$ cat src/rtl/pe_sched_pkg.sv
// Shared widths, FSM encodings and default job sizes for the PE scheduler.
// Imported by the scheduler top and its per-PE result FIFO.
package pe_sched_pkg;

  localparam int DATA_WIDTH = 16;
  localparam int CPLX_WIDTH = 2 * DATA_WIDTH;
  localparam int INST_WIDTH = 32;

  localparam int DEF_INST_NUM  = 16;
  localparam int DEF_LOAD_NUM  = 8;
  localparam int DEF_ALPHA_NUM = 4;

  localparam logic [2:0] ST_IDLE = 3'd0;
  localparam logic [2:0] ST_PROG = 3'd1;
  localparam logic [2:0] ST_LOAD = 3'd2;
  localparam logic [2:0] ST_RUN  = 3'd3;
  localparam logic [2:0] ST_DONE = 3'd4;

endpackage

$ cat src/rtl/sched_fifo.sv
// Per-PE result FIFO: one push and one pop per cycle, head read from the
// storage registers. A push while full is accepted only if a pop frees a slot.
module sched_fifo
  import pe_sched_pkg::*;
#(
  parameter int DEPTH = 8,
  parameter int WIDTH = CPLX_WIDTH
) (
  input  logic             clk,
  input  logic             rst,
  input  logic             push,
  input  logic [WIDTH-1:0] din,
  input  logic             pop,
  output logic [WIDTH-1:0] head,
  output logic             full,
  output logic             empty
);

  localparam int AW = $clog2(DEPTH);

  logic [WIDTH-1:0] mem_q [DEPTH];
  logic [AW-1:0]    wr_ptr_q, wr_ptr_d;
  logic [AW-1:0]    rd_ptr_q, rd_ptr_d;
  logic [AW:0]      cnt_q, cnt_d;
  logic             do_push, do_pop;

  assign empty   = (cnt_q == '0);
  assign full    = (cnt_q == (AW+1)'(DEPTH));
  assign do_pop  = pop && !empty;
  assign do_push = push && (!full || do_pop);
  assign head    = mem_q[rd_ptr_q];

  always_comb begin
    // NOTE: every signal driven here gets a default first, so no latch is inferred.
    wr_ptr_d = wr_ptr_q;
    rd_ptr_d = rd_ptr_q;
    cnt_d    = cnt_q;
    if (do_push) wr_ptr_d = wr_ptr_q + 1'b1;
    if (do_pop)  rd_ptr_d = rd_ptr_q + 1'b1;
    case ({do_push, do_pop})
      2'b10:   cnt_d = cnt_q + 1'b1;
      2'b01:   cnt_d = cnt_q - 1'b1;
      default: cnt_d = cnt_q;
    endcase
  end

  // NOTE: non-blocking assignments make every flop sample pre-edge values.
  always_ff @(posedge clk) begin
    if (rst) begin
      wr_ptr_q <= '0;
      rd_ptr_q <= '0;
      cnt_q    <= '0;
    end else begin
      wr_ptr_q <= wr_ptr_d;
      rd_ptr_q <= rd_ptr_d;
      cnt_q    <= cnt_d;
    end
  end

  // NOTE: storage is not reset; the count alone decides which entries are valid.
  always_ff @(posedge clk) begin
    if (do_push) mem_q[wr_ptr_q] <= din;
  end

endmodule

$ cat src/rtl/pe_sched.sv
// PE job scheduler: broadcasts a program, distributes operands PE by PE and
// merges per-PE results round-robin into one output register.
module pe_sched
  import pe_sched_pkg::*;
#(
  parameter int NUM_PE     = 4,
  parameter int INST_NUM   = DEF_INST_NUM,
  parameter int LOAD_NUM   = DEF_LOAD_NUM,
  parameter int ALPHA_NUM  = DEF_ALPHA_NUM,
  parameter int FIFO_DEPTH = 8
) (
  input  logic                         clk,
  input  logic                         rst,
  input  logic                         start,
  input  logic                         inst_s_v,
  output logic                         inst_s_rdy,
  input  logic [INST_WIDTH-1:0]        inst_s,
  input  logic                         data_s_v,
  output logic                         data_s_rdy,
  input  logic [CPLX_WIDTH-1:0]        data_s,
  output logic                         inst_out_v,
  output logic [INST_WIDTH-1:0]        inst_out,
  output logic [NUM_PE-1:0]            pe_din_v,
  output logic [CPLX_WIDTH-1:0]        pe_din,
  input  logic [NUM_PE-1:0]            pe_dout_v,
  input  logic [NUM_PE*CPLX_WIDTH-1:0] pe_dout,
  output logic                         m_v,
  input  logic                         m_rdy,
  output logic [CPLX_WIDTH-1:0]        m_data,
  output logic [$clog2(NUM_PE)-1:0]    m_pe_id,
  output logic                         busy,
  output logic                         done,
  output logic                         ovf_err
);

  localparam int PE_ID_W = $clog2(NUM_PE);
  localparam int INST_CW = $clog2(INST_NUM + 1);
  localparam int LOAD_CW = $clog2(LOAD_NUM + 1);
  localparam int CNT_W   = $clog2(ALPHA_NUM + 1) + 1;

  logic [2:0]            state_q, state_d;
  logic [INST_CW-1:0]    inst_cnt_q, inst_cnt_d;
  logic [LOAD_CW-1:0]    load_cnt_q, load_cnt_d;
  logic [PE_ID_W-1:0]    pe_sel_q, pe_sel_d;
  logic                  inst_out_v_q, inst_out_v_d;
  logic [INST_WIDTH-1:0] inst_out_q, inst_out_d;
  logic [NUM_PE-1:0]     pe_din_v_q, pe_din_v_d;
  logic [CPLX_WIDTH-1:0] pe_din_q, pe_din_d;
  logic                  m_v_q, m_v_d;
  logic [CPLX_WIDTH-1:0] m_data_q, m_data_d;
  logic [PE_ID_W-1:0]    m_pe_id_q, m_pe_id_d;
  logic [PE_ID_W-1:0]    rr_ptr_q, rr_ptr_d;
  logic                  ovf_err_q, ovf_err_d;
  logic [CNT_W-1:0]      dcnt_q [NUM_PE];
  logic [CNT_W-1:0]      dcnt_d [NUM_PE];

  logic [CPLX_WIDTH-1:0] fifo_head [NUM_PE];
  logic [NUM_PE-1:0]     fifo_full, fifo_empty, fifo_pop, fifo_drop;
  logic                  inst_acc, data_acc, inst_last, load_last, pe_last;
  logic                  all_delivered, out_load, sel_found, deliver;
  logic [PE_ID_W-1:0]    sel_idx, cand;

  for (genvar g = 0; g < NUM_PE; g++) begin : g_fifo
    sched_fifo #(
      .DEPTH (FIFO_DEPTH),
      .WIDTH (CPLX_WIDTH)
    ) u_fifo (
      .clk   (clk),
      .rst   (rst),
      .push  (pe_dout_v[g]),
      .din   (pe_dout[CPLX_WIDTH*g +: CPLX_WIDTH]),
      .pop   (fifo_pop[g]),
      .head  (fifo_head[g]),
      .full  (fifo_full[g]),
      .empty (fifo_empty[g])
    );
  end

  // A full FIFO still takes a push in the cycle it is popped.
  assign fifo_drop = pe_dout_v & fifo_full & ~fifo_pop;

  assign inst_acc  = inst_s_v && (state_q == ST_PROG);
  assign data_acc  = data_s_v && (state_q == ST_LOAD);
  assign inst_last = (inst_cnt_q == INST_CW'(INST_NUM - 1));
  assign load_last = (load_cnt_q == LOAD_CW'(LOAD_NUM - 1));
  assign pe_last   = (pe_sel_q == PE_ID_W'(NUM_PE - 1));
  assign out_load  = !m_v_q || m_rdy;
  assign deliver   = m_v_q && m_rdy;

  always_comb begin
    all_delivered = 1'b1;
    for (int i = 0; i < NUM_PE; i++) begin
      if (dcnt_q[i] != CNT_W'(ALPHA_NUM)) all_delivered = 1'b0;
    end
  end

  always_comb begin
    state_d    = state_q;
    inst_cnt_d = inst_cnt_q;
    load_cnt_d = load_cnt_q;
    pe_sel_d   = pe_sel_q;
    case (state_q)
      ST_IDLE: if (start) state_d = ST_PROG;
      ST_PROG: begin
        if (inst_acc) begin
          if (inst_last) begin
            inst_cnt_d = '0;
            state_d    = ST_LOAD;
          end else begin
            inst_cnt_d = inst_cnt_q + 1'b1;
          end
        end
      end
      ST_LOAD: begin
        if (data_acc) begin
          if (load_last) begin
            load_cnt_d = '0;
            if (pe_last) begin
              pe_sel_d = '0;
              state_d  = ST_RUN;
            end else begin
              pe_sel_d = pe_sel_q + 1'b1;
            end
          end else begin
            load_cnt_d = load_cnt_q + 1'b1;
          end
        end
      end
      ST_RUN:  if (all_delivered) state_d = ST_DONE;
      ST_DONE: state_d = ST_IDLE;
      default: state_d = ST_IDLE;
    endcase
  end

  always_comb begin
    inst_out_v_d = inst_acc;
    inst_out_d   = inst_acc ? inst_s : inst_out_q;
    pe_din_v_d   = data_acc ? (NUM_PE'(1) << pe_sel_q) : '0;
    pe_din_d     = data_acc ? data_s : pe_din_q;
  end

  // Round-robin pick: first non-empty FIFO at or after rr_ptr.
  always_comb begin
    sel_found = 1'b0;
    sel_idx   = '0;
    cand      = '0;
    for (int k = 0; k < NUM_PE; k++) begin
      cand = PE_ID_W'((int'(rr_ptr_q) + k) % NUM_PE);
      if (!sel_found && !fifo_empty[cand]) begin
        sel_found = 1'b1;
        sel_idx   = cand;
      end
    end
  end

  always_comb begin
    fifo_pop  = '0;
    m_v_d     = m_v_q;
    m_data_d  = m_data_q;
    m_pe_id_d = m_pe_id_q;
    rr_ptr_d  = rr_ptr_q;
    if (out_load) begin
      m_v_d = sel_found;
      if (sel_found) begin
        fifo_pop  = NUM_PE'(1) << sel_idx;
        m_data_d  = fifo_head[sel_idx];
        m_pe_id_d = sel_idx;
        rr_ptr_d  = (sel_idx == PE_ID_W'(NUM_PE - 1)) ? '0 : sel_idx + 1'b1;
      end
    end
  end

  always_comb begin
    ovf_err_d = ovf_err_q | (|fifo_drop);
    for (int i = 0; i < NUM_PE; i++) begin
      dcnt_d[i] = dcnt_q[i];
      if (state_q == ST_DONE) begin
        dcnt_d[i] = '0;
      end else if (deliver && (m_pe_id_q == PE_ID_W'(i)) && (dcnt_q[i] != '1)) begin
        dcnt_d[i] = dcnt_q[i] + 1'b1;
      end
    end
  end

  always_ff @(posedge clk) begin
    if (rst) begin
      state_q      <= ST_IDLE;
      inst_cnt_q   <= '0;
      load_cnt_q   <= '0;
      pe_sel_q     <= '0;
      inst_out_v_q <= 1'b0;
      inst_out_q   <= '0;
      pe_din_v_q   <= '0;
      pe_din_q     <= '0;
      m_v_q        <= 1'b0;
      m_data_q     <= '0;
      m_pe_id_q    <= '0;
      rr_ptr_q     <= '0;
      ovf_err_q    <= 1'b0;
      for (int i = 0; i < NUM_PE; i++) dcnt_q[i] <= '0;
    end else begin
      state_q      <= state_d;
      inst_cnt_q   <= inst_cnt_d;
      load_cnt_q   <= load_cnt_d;
      pe_sel_q     <= pe_sel_d;
      inst_out_v_q <= inst_out_v_d;
      inst_out_q   <= inst_out_d;
      pe_din_v_q   <= pe_din_v_d;
      pe_din_q     <= pe_din_d;
      m_v_q        <= m_v_d;
      m_data_q     <= m_data_d;
      m_pe_id_q    <= m_pe_id_d;
      rr_ptr_q     <= rr_ptr_d;
      ovf_err_q    <= ovf_err_d;
      for (int i = 0; i < NUM_PE; i++) dcnt_q[i] <= dcnt_d[i];
    end
  end

  assign inst_s_rdy = (state_q == ST_PROG);
  assign data_s_rdy = (state_q == ST_LOAD);
  assign busy       = (state_q != ST_IDLE);
  assign done       = (state_q == ST_DONE);
  assign inst_out_v = inst_out_v_q;
  assign inst_out   = inst_out_q;
  assign pe_din_v   = pe_din_v_q;
  assign pe_din     = pe_din_q;
  assign m_v        = m_v_q;
  assign m_data     = m_data_q;
  assign m_pe_id    = m_pe_id_q;
  assign ovf_err    = ovf_err_q;

endmodule

$ cat config.mk
export PLATFORM = sky130hd
export DESIGN_NAME = pe_sched
export DESIGN_NICKNAME = d
export VERILOG_FILES = /design/src/rtl/pe_sched_pkg.sv /design/src/rtl/sched_fifo.sv /design/src/rtl/pe_sched.sv
export SDC_FILE = /design/constraint.sdc
export NUM_CORES = 1
export LEC_CHECK = 0
export BUFFER_PORTS_ARGS = -buffer_cell sky130_fd_sc_hd__buf_2
export CORE_AREA = 2 2 331 333
export CTS_CLUSTER_DIAMETER = 200
export DETAILED_ROUTE_END_ITERATION = 10
export DIE_AREA = 0 0 333 335
export MAX_ROUTING_LAYER = met4
export SLEW_MARGIN = 20
export SYNTH_ARGS = -nofsm -noshare
export SYNTH_HDL_FRONTEND = slang
export SYNTH_SLANG_ARGS = --single-unit
$ cat constraint.sdc
create_clock -name clk -period 6.1 [get_ports clk]
set_clock_uncertainty 0.1 [all_clocks]
set_input_delay 1.22 -clock clk [delete_from_list [all_inputs] [get_ports clk]]
set_output_delay 1.22 -clock clk [all_outputs]
set_load 0.05 [all_outputs]
==> flow_summary.json, run 1 <==
{
  "grt_max_degree": 66,
  "io_buffers": 310,
  "top_usage_layer": "met2",
  "synth_edf_count": 1024,
  "synthAdderAreaFrac_pct": 1.06,
  "use_met3_pct": 5.08,
  "status": "finished clean",
  "synth_top_cell_by_area": "edfxtp_1",
  "crit_fanout": 21,
  "syn2layout_area_growth_pct": 16.4,
  "cts_buffers": 133,
  "cts_hold_buf": 0,
  "crit_path_end_kind": "flop",
  "crit_type": "flop to flop",
  "ir_worst_vdd_v": 0.000416,
  "wirelength_um": 112000,
  "layout_commonest_cell": "edfxtp_1",
  "cts_sinks": 1213,
  "antenna_found_initial": 37,
  "drt_first_pass_iters": 7,
  "powerDensity_nw_per_um2": 411,
  "slew_violations": 0,
  "power_leakage_nw": 17.9,
  "setup-violations-final": 0,
  "grt_pass1_vias": 24542,
  "cts_tree": "built",
  "fillCellCount": 8729,
  "clk_path_buf_depth": 3,
  "fin_crit_sh_pct": 71.9,
  "syn-num-nets": 2714,
  "synthFlopType": "edfxtp_1",
  "rsz0062_at_grt": "no",
  "drc": 0,
  "vias": 24158,
  "synth_mux_area_share_pct": 16.8,
  "placementRows": 121,
  "clk_pin_slew_ns": 0.05,
  "tightest_slew_ns": 1.08,
  "drive_gt1_share_pct": 31.8,
  "nNetsFinal": 3084,
  "slew_headroom_pct": 27.4,
  "cts_root_buf": "clkbuf_16",
  "initial_utilization_pct": 43.6,
  "netlist_instances": 2474,
  "synth_seq_cells": 1213,
  "drt_iter0_drc": 2259,
  "synth_compound_area_share_pct": 3.21,
  "core_um2": 108000,
  "hold_viol": 0,
  "synth_top_cell_area_share_pct": 65.3,
  "final_cells": 4390,
  "worst_setup_path_start_kind": "flop",
  "cts.htree.levels": 4,
  "track_usage_pct": 20.5,
  "gp_congestion": 0.905,
  "synth_xor_area_share_pct": 0.688,
  "viasPerCell": 5.50,
  "die_y_um": 335,
  "ys_types": 62,
  "drv_cap": 0,
  "die_width_um": 333,
  "syn_area_per_cell_um2": 19.0,
  "hold-path-cell-count": 2,
  "yosys_warnings": 0,
  "worst_skew_pair.late_latency_ns": 0.73,
  "place_inst": 4119,
  "fp.dieArea_um2": 112000,
  "ys_seq_area_share_pct": 73.3,
  "dpl-instance-area_um2": 50600,
  "postLayoutCoreUtil_pct": 50.7,
  "fmax_mhz": 228,
  "period_needed_ns": 4.38,
  "yosys.area_share.simple_pct": 3.52,
  "fin_area_um2": 54800,
  "synth_async_sr_flop_share_pct": 0,
  "cp.required_ns": 6.42,
  "grt_use_met2_pct": 32.5,
  "grt.met1_usage_pct": 26.7,
  "grt_pass1_wl_um": 163000,
  "syn_area_um2": 47100,
  "grt_overflow": 0,
  "critPathArrivalTime_ns": 4.71,
  "hold_path.class": "flop to flop",
  "cts_resized": 0,
  "fin_hold_ws_ns": 0.350,
  "wl_per_cell_um": 25.4,
  "io_pins": 311,
  "rr_worst_depth": 10,
  "layout_common_cells": "edfxtp_1 (1,024), buf_2 (309), mux4_2 (256)",
  "dp_hpwl_um": 72000,
  "ant_nets": 0,
  "synth_top_family_by_area": "multiplexers",
  "yosys-top-cells-area": "edfxtp_1 (65%), mux4_2 (12%), dfxtp_1 (8.0%)",
  "tns_ns": 0,
  "post_cts_buffers": 0
}
[metal layers]
metal / vias up / wire, um / part of all wire, %
met5: - / 0 / 0
met4: 0 / 2160 / 1.9
met3: 177 / 8190 / 7.3
met2: 805 / 55000 / 49
met1: 12496 / 46300 / 41
li1: 10680 / - / -
[Yosys cell counts, types with 4 or more instances]
cell type	number
or3_1	7
dfxtp_1	189
nand2b_1	11
nor3b_1	4
buf_1	5
buf_6	5
mux4_2	256
and3_1	4
mux2_2	31
nor3_1	22
mux2_1	25
ha_1	35
o21ai_0	10
or2_2	4
inv_1	29
xnor2_1	16
nand2_1	172
mux2i_1	138
a21oi_1	98
xor2_1	21
nor2_1	95
buf_2	37
nor4_1	4
mux2_4	8
edfxtp_1	1024
o21bai_1	32
o211ai_1	5
clkbuf_1	79
nand3_1	22
a221oi_2	32
[sequential cells by signal, indices dropped and copies added, names as in the netlist, 2 cells and up, named ones only]
signal and count:
m_pe_id 2, dcnt_q 16, g_fifo.u_fifo.rd_ptr_q 12, inst_cnt_q 5, pe_din 32, load_cnt_q 4, rr_ptr_q 2, g_fifo.u_fifo.mem_q 1024
state_q 3, g_fifo.u_fifo.cnt_q 16, g_fifo.u_fifo.wr_ptr_q 12, pe_din_v 4, inst_out 32, m_data 32, pe_sel_q 2
[area by class of cell]
| class | instances | area, um2 | area share, % |
|---|---|---|---|
| Antenna cell | 22 | 55.1 | 0.100 |
| Inverter | 30 | 113 | 0.205 |
| Multi-Input combinational cell | 1104 | 12100 | 22.1 |
| Clock buffer | 172 | 3550 | 6.47 |
| Timing Repair Buffer | 362 | 2070 | 3.77 |
| Sequential cell | 1213 | 34600 | 63.0 |
| Clock inverter | 73 | 584 | 1.07 |
| Tap cell | 1414 | 1770 | 3.23 |
[report_power, final]
group	internal [mW]	leakage, nW	switching [mW]
sequential	9.46	10.8	0.432
clock	4.42	2.02	3.19
combinational	1.80	5.00	3.25
total	15.7	17.9	6.87
[worst max-delay path, stage by stage (launching register included)]
cell	delay (ns)
dfxtp_1	0.41
nor4_2	0.72
o221ai_2	0.22
a21oi_4	0.23
ha_1	0.20
inv_1	0.05
o211ai_1	0.49
nand2_1	0.22
or2_2	0.43
nor2_4	0.62
buf_4	0.37
[kinds of logic after synthesis]
group                    count (synthesis)
AND/OR/NAND/NOR                        370
XOR/XNOR                                37
adder cells (fa/ha/maj)                 38
buffers and inverters                  157
flip-flops                            1213
multiplexers                           458
AO/OA/AOI/OAI                          201
[per-stage QoR]
stage / setup slack [ns] / power [mW]
after floorplan: 0.157 / 13.4
after global placement: 1.80 / 15.0
after detailed placement: 1.68 / 15.1
after CTS: 1.72 / 22.8
after global routing: 1.40 / 23.4
final: 1.72 / 22.5
[worst paths after layout]
check                                                from                      endpoint  slack [ns]
worst max register to register  g_fifo[0].u_fifo.cnt_q[1]  g_fifo[1].u_fifo.mem_q[2][3]        1.72
worst max-delay path            g_fifo[0].u_fifo.cnt_q[1]  g_fifo[1].u_fifo.mem_q[2][3]        1.72
worst min register to register               inst_out[11]                  inst_out[11]        0.35
worst min-delay path                         inst_out[11]                  inst_out[11]        0.35
Note: power is estimated with default switching activity, not from simulation.
==> run 2: changes to the inputs <==
==> constraint.sdc (replaced) <==
create_clock -name clk -period 3.7 [get_ports clk]
set_clock_uncertainty 0.1 [all_clocks]
set_input_delay 0.74 -clock clk [delete_from_list [all_inputs] [get_ports clk]]
set_output_delay 0.74 -clock clk [all_outputs]
set_load 0.05 [all_outputs]
==> run 2 against run 1 <==
Net effect: final cell count up 0.98%; non-clock buffer count up 53; sequential power up 64%; flip-flop and latch count unchanged; clock power up 66%; die area unchanged; critical path depth up 5; register-to-register slack worse by 1.6 ns; critical endpoint is now g_fifo[3].u_fifo.cnt_q[3].
==> flow_summary.json, run 2 (same netlist as run 1, synthesis figures left out) <==
{
  "grt_max_degree": 98,
  "crit_type": "flop to flop",
  "wirelength_um": 114000,
  "intPower_mw": 26.2,
  "top_register": "g_fifo.u_fifo.mem_q",
  "fp.dieArea_um2": 112000,
  "setup-violations-final": 0,
  "p_sw_share_pct": 30.5,
  "drt_iter0_drc": 1897,
  "power_leakage_nw": 18.2,
  "wl_met2_um": 55500,
  "fin_hold_ws_ns": 0.154,
  "core_um2": 108000,
  "die_width_um": 333,
  "m1WireLength_um": 47500,
  "postLayoutCoreUtil_pct": 51.6,
  "cp.required_ns": 4.27,
  "grt_overflow": 0,
  "critPathArrivalTime_ns": 4.19,
  "slew_violations": 0,
  "fin_crit_sh_pct": 97.9,
  "drv_cap": 0,
  "dp_hpwl_um": 73200,
  "layout_common_cells": "edfxtp_1 (1,024), buf_2 (309), mux4_2 (256)",
  "crit_path_max_incr_delay_ns": 0.52,
  "p_clk_share_pct": 33.4,
  "placementRows": 121,
  "crit_fanout": 4,
  "die_y_um": 335,
  "initial_utilization_pct": 43.6,
  "cts.htree.levels": 4,
  "wl_per_cell_um": 25.6,
  "powerDensity_nw_per_um2": 675,
  "largest_reg_flops": 1024,
  "fmax_mhz": 276,
  "tightest_slew_ns": 0.764,
  "viasPerCell": 5.49,
  "cp_slowest_cell": "or4_4",
  "drt_first_pass_iters": 7,
  "grt_pass1_vias": 24996,
  "io_pins": 311,
  "worst_setup_path_start_kind": "flop",
  "worst-path-buf-inv": 2,
  "p_comb_share_pct": 23.6,
  "clk_pin_slew_ns": 0.06,
  "cts_sinks": 1213,
  "ant_nets": 0,
  "pwr-share-seq_pct": 43.0,
  "cts_tree": "built",
  "slew_headroom_pct": 47.6,
  "crit_path_end_kind": "flop",
  "worst_skew_pair.late_latency_ns": 0.75,
  "clk_path_buf_depth": 3,
  "power_switching_mw": 11.5,
  "rsz0062_at_grt": "yes",
  "layout_commonest_cell": "edfxtp_1",
  "antenna_found_initial": 36,
  "ir_worst_vdd_v": 0.000946,
  "cts_buffers": 130,
  "critical_path.top_delay_family": "simple AND/OR/NAND/NOR gates",
  "fin_area_um2": 55800,
  "io_buffers": 310,
  "path_cells": "or4_4, a222oi_1, nand2_1, inv_2, ha_4, inv_1, o211ai_1, nand2_1, ha_2, ha_1, a21o_1, a21oi_2, xnor2_2, or3_4, a21oi_2",
  "highest_layer": "met4",
  "hold_path.class": "input port to flop",
  "drive_gt1_share_pct": 33.8,
  "period_needed_ns": 3.62,
  "hold_viol": 0,
  "status": "finished clean",
  "dpl-instance-area_um2": 51500,
  "syn2layout_area_growth_pct": 18.5,
  "gp_congestion": 0.837,
  "drc": 0,
  "grt_pass1_wl_um": 165000,
  "vias": 24345,
  "track_usage_pct": 20.9,
  "dr_wl_met3_um": 8300,
  "nNetsFinal": 3134,
  "cts_hold_buf": 0,
  "cts_root_buf": "clkbuf_16"
}
run 2: cell types whose count changed in the layout (fill, tap and decap cells not counted), sizes merged:
cell	delta
clkinvlp	+1
buf	+53
clkbuf	-14
diode	+4
clkinv	+2
inv	-3
run 2: timing repair:
action	in CTS	in global routing
endpoints found under the setup margin	0	4
gates resized for setup	0	16
setup buffers	0	6
hold endpoints to repair	0	0
run 2: area by class of cell:
| type | count | area [um2] |
|---|---|---|
| Antenna cell | 26 | 65.1 |
| Clock buffer | 158 | 3470 |
| Clock inverter | 73 | 693 |
| Fill cell | 8608 | 52300 |
| Inverter | 30 | 115 |
| Multi-Input combinational cell | 1104 | 12300 |
| Sequential cell | 1213 | 34600 |
| Tap cell | 1414 | 1770 |
| Timing Repair Buffer | 415 | 2840 |
run 2: metrics by stage:
step / std cells / total power, mW / TNS [ns] / setup slack (ns)
finish: 4433 / 37.7 / 0 / 0.0785
global route: 4427 / 39.1 / -0.0718 / -0.0641
CTS: 4401 / 37.9 / 0 / 0.00371
detailed placement: 4170 / 25.3 / 0 / 0.00479
global placement: 4170 / 25.1 / 0 / 0.107
floorplan: 2474 / 22.2 / -95.59 / -0.373
run 2: worst min-delay path, cell delays in order:
cell     delay, ns
buf_2         0.09
nand2_1       0.04
a21oi_1       0.05
run 2: worst paths after layout:
| check | endpoint | slack (ns) | depth (start not counted) | start |
|---|---|---|---|---|
| worst max-delay path | g_fifo[3].u_fifo.cnt_q[3] | 0.08 | 15 | g_fifo[1].u_fifo.cnt_q[2] |
| worst min-delay path | pe_din[28] | 0.15 | 3 | data_s[28] |
| worst max register to register | g_fifo[3].u_fifo.cnt_q[3] | 0.08 | 15 | g_fifo[1].u_fifo.cnt_q[2] |
| worst min register to register | inst_out[21] | 0.35 | 2 | inst_out[21] |
run 2: power by group through the flow:
stage                     Clock (mW)  Sequential [mW]  Combinational (mW)
after floorplan                    0             16.9                5.22
after global placement             0             16.4                8.62
after detailed placement           0             16.5                8.79
after CTS                       12.9             16.2                8.83
after global routing            13.4             16.3                9.43
final                           12.6             16.2                8.89
run 2: metal layers:
| metal | up-vias | GRT usage (%) |
|---|---|---|
| li1 | 10766 | - |
| met1 | 12724 | 27.5 |
| met2 | 688 | 32.7 |
| met3 | 167 | 5.12 |
| met4 | 0 | 5.35 |
| met5 | - | - |
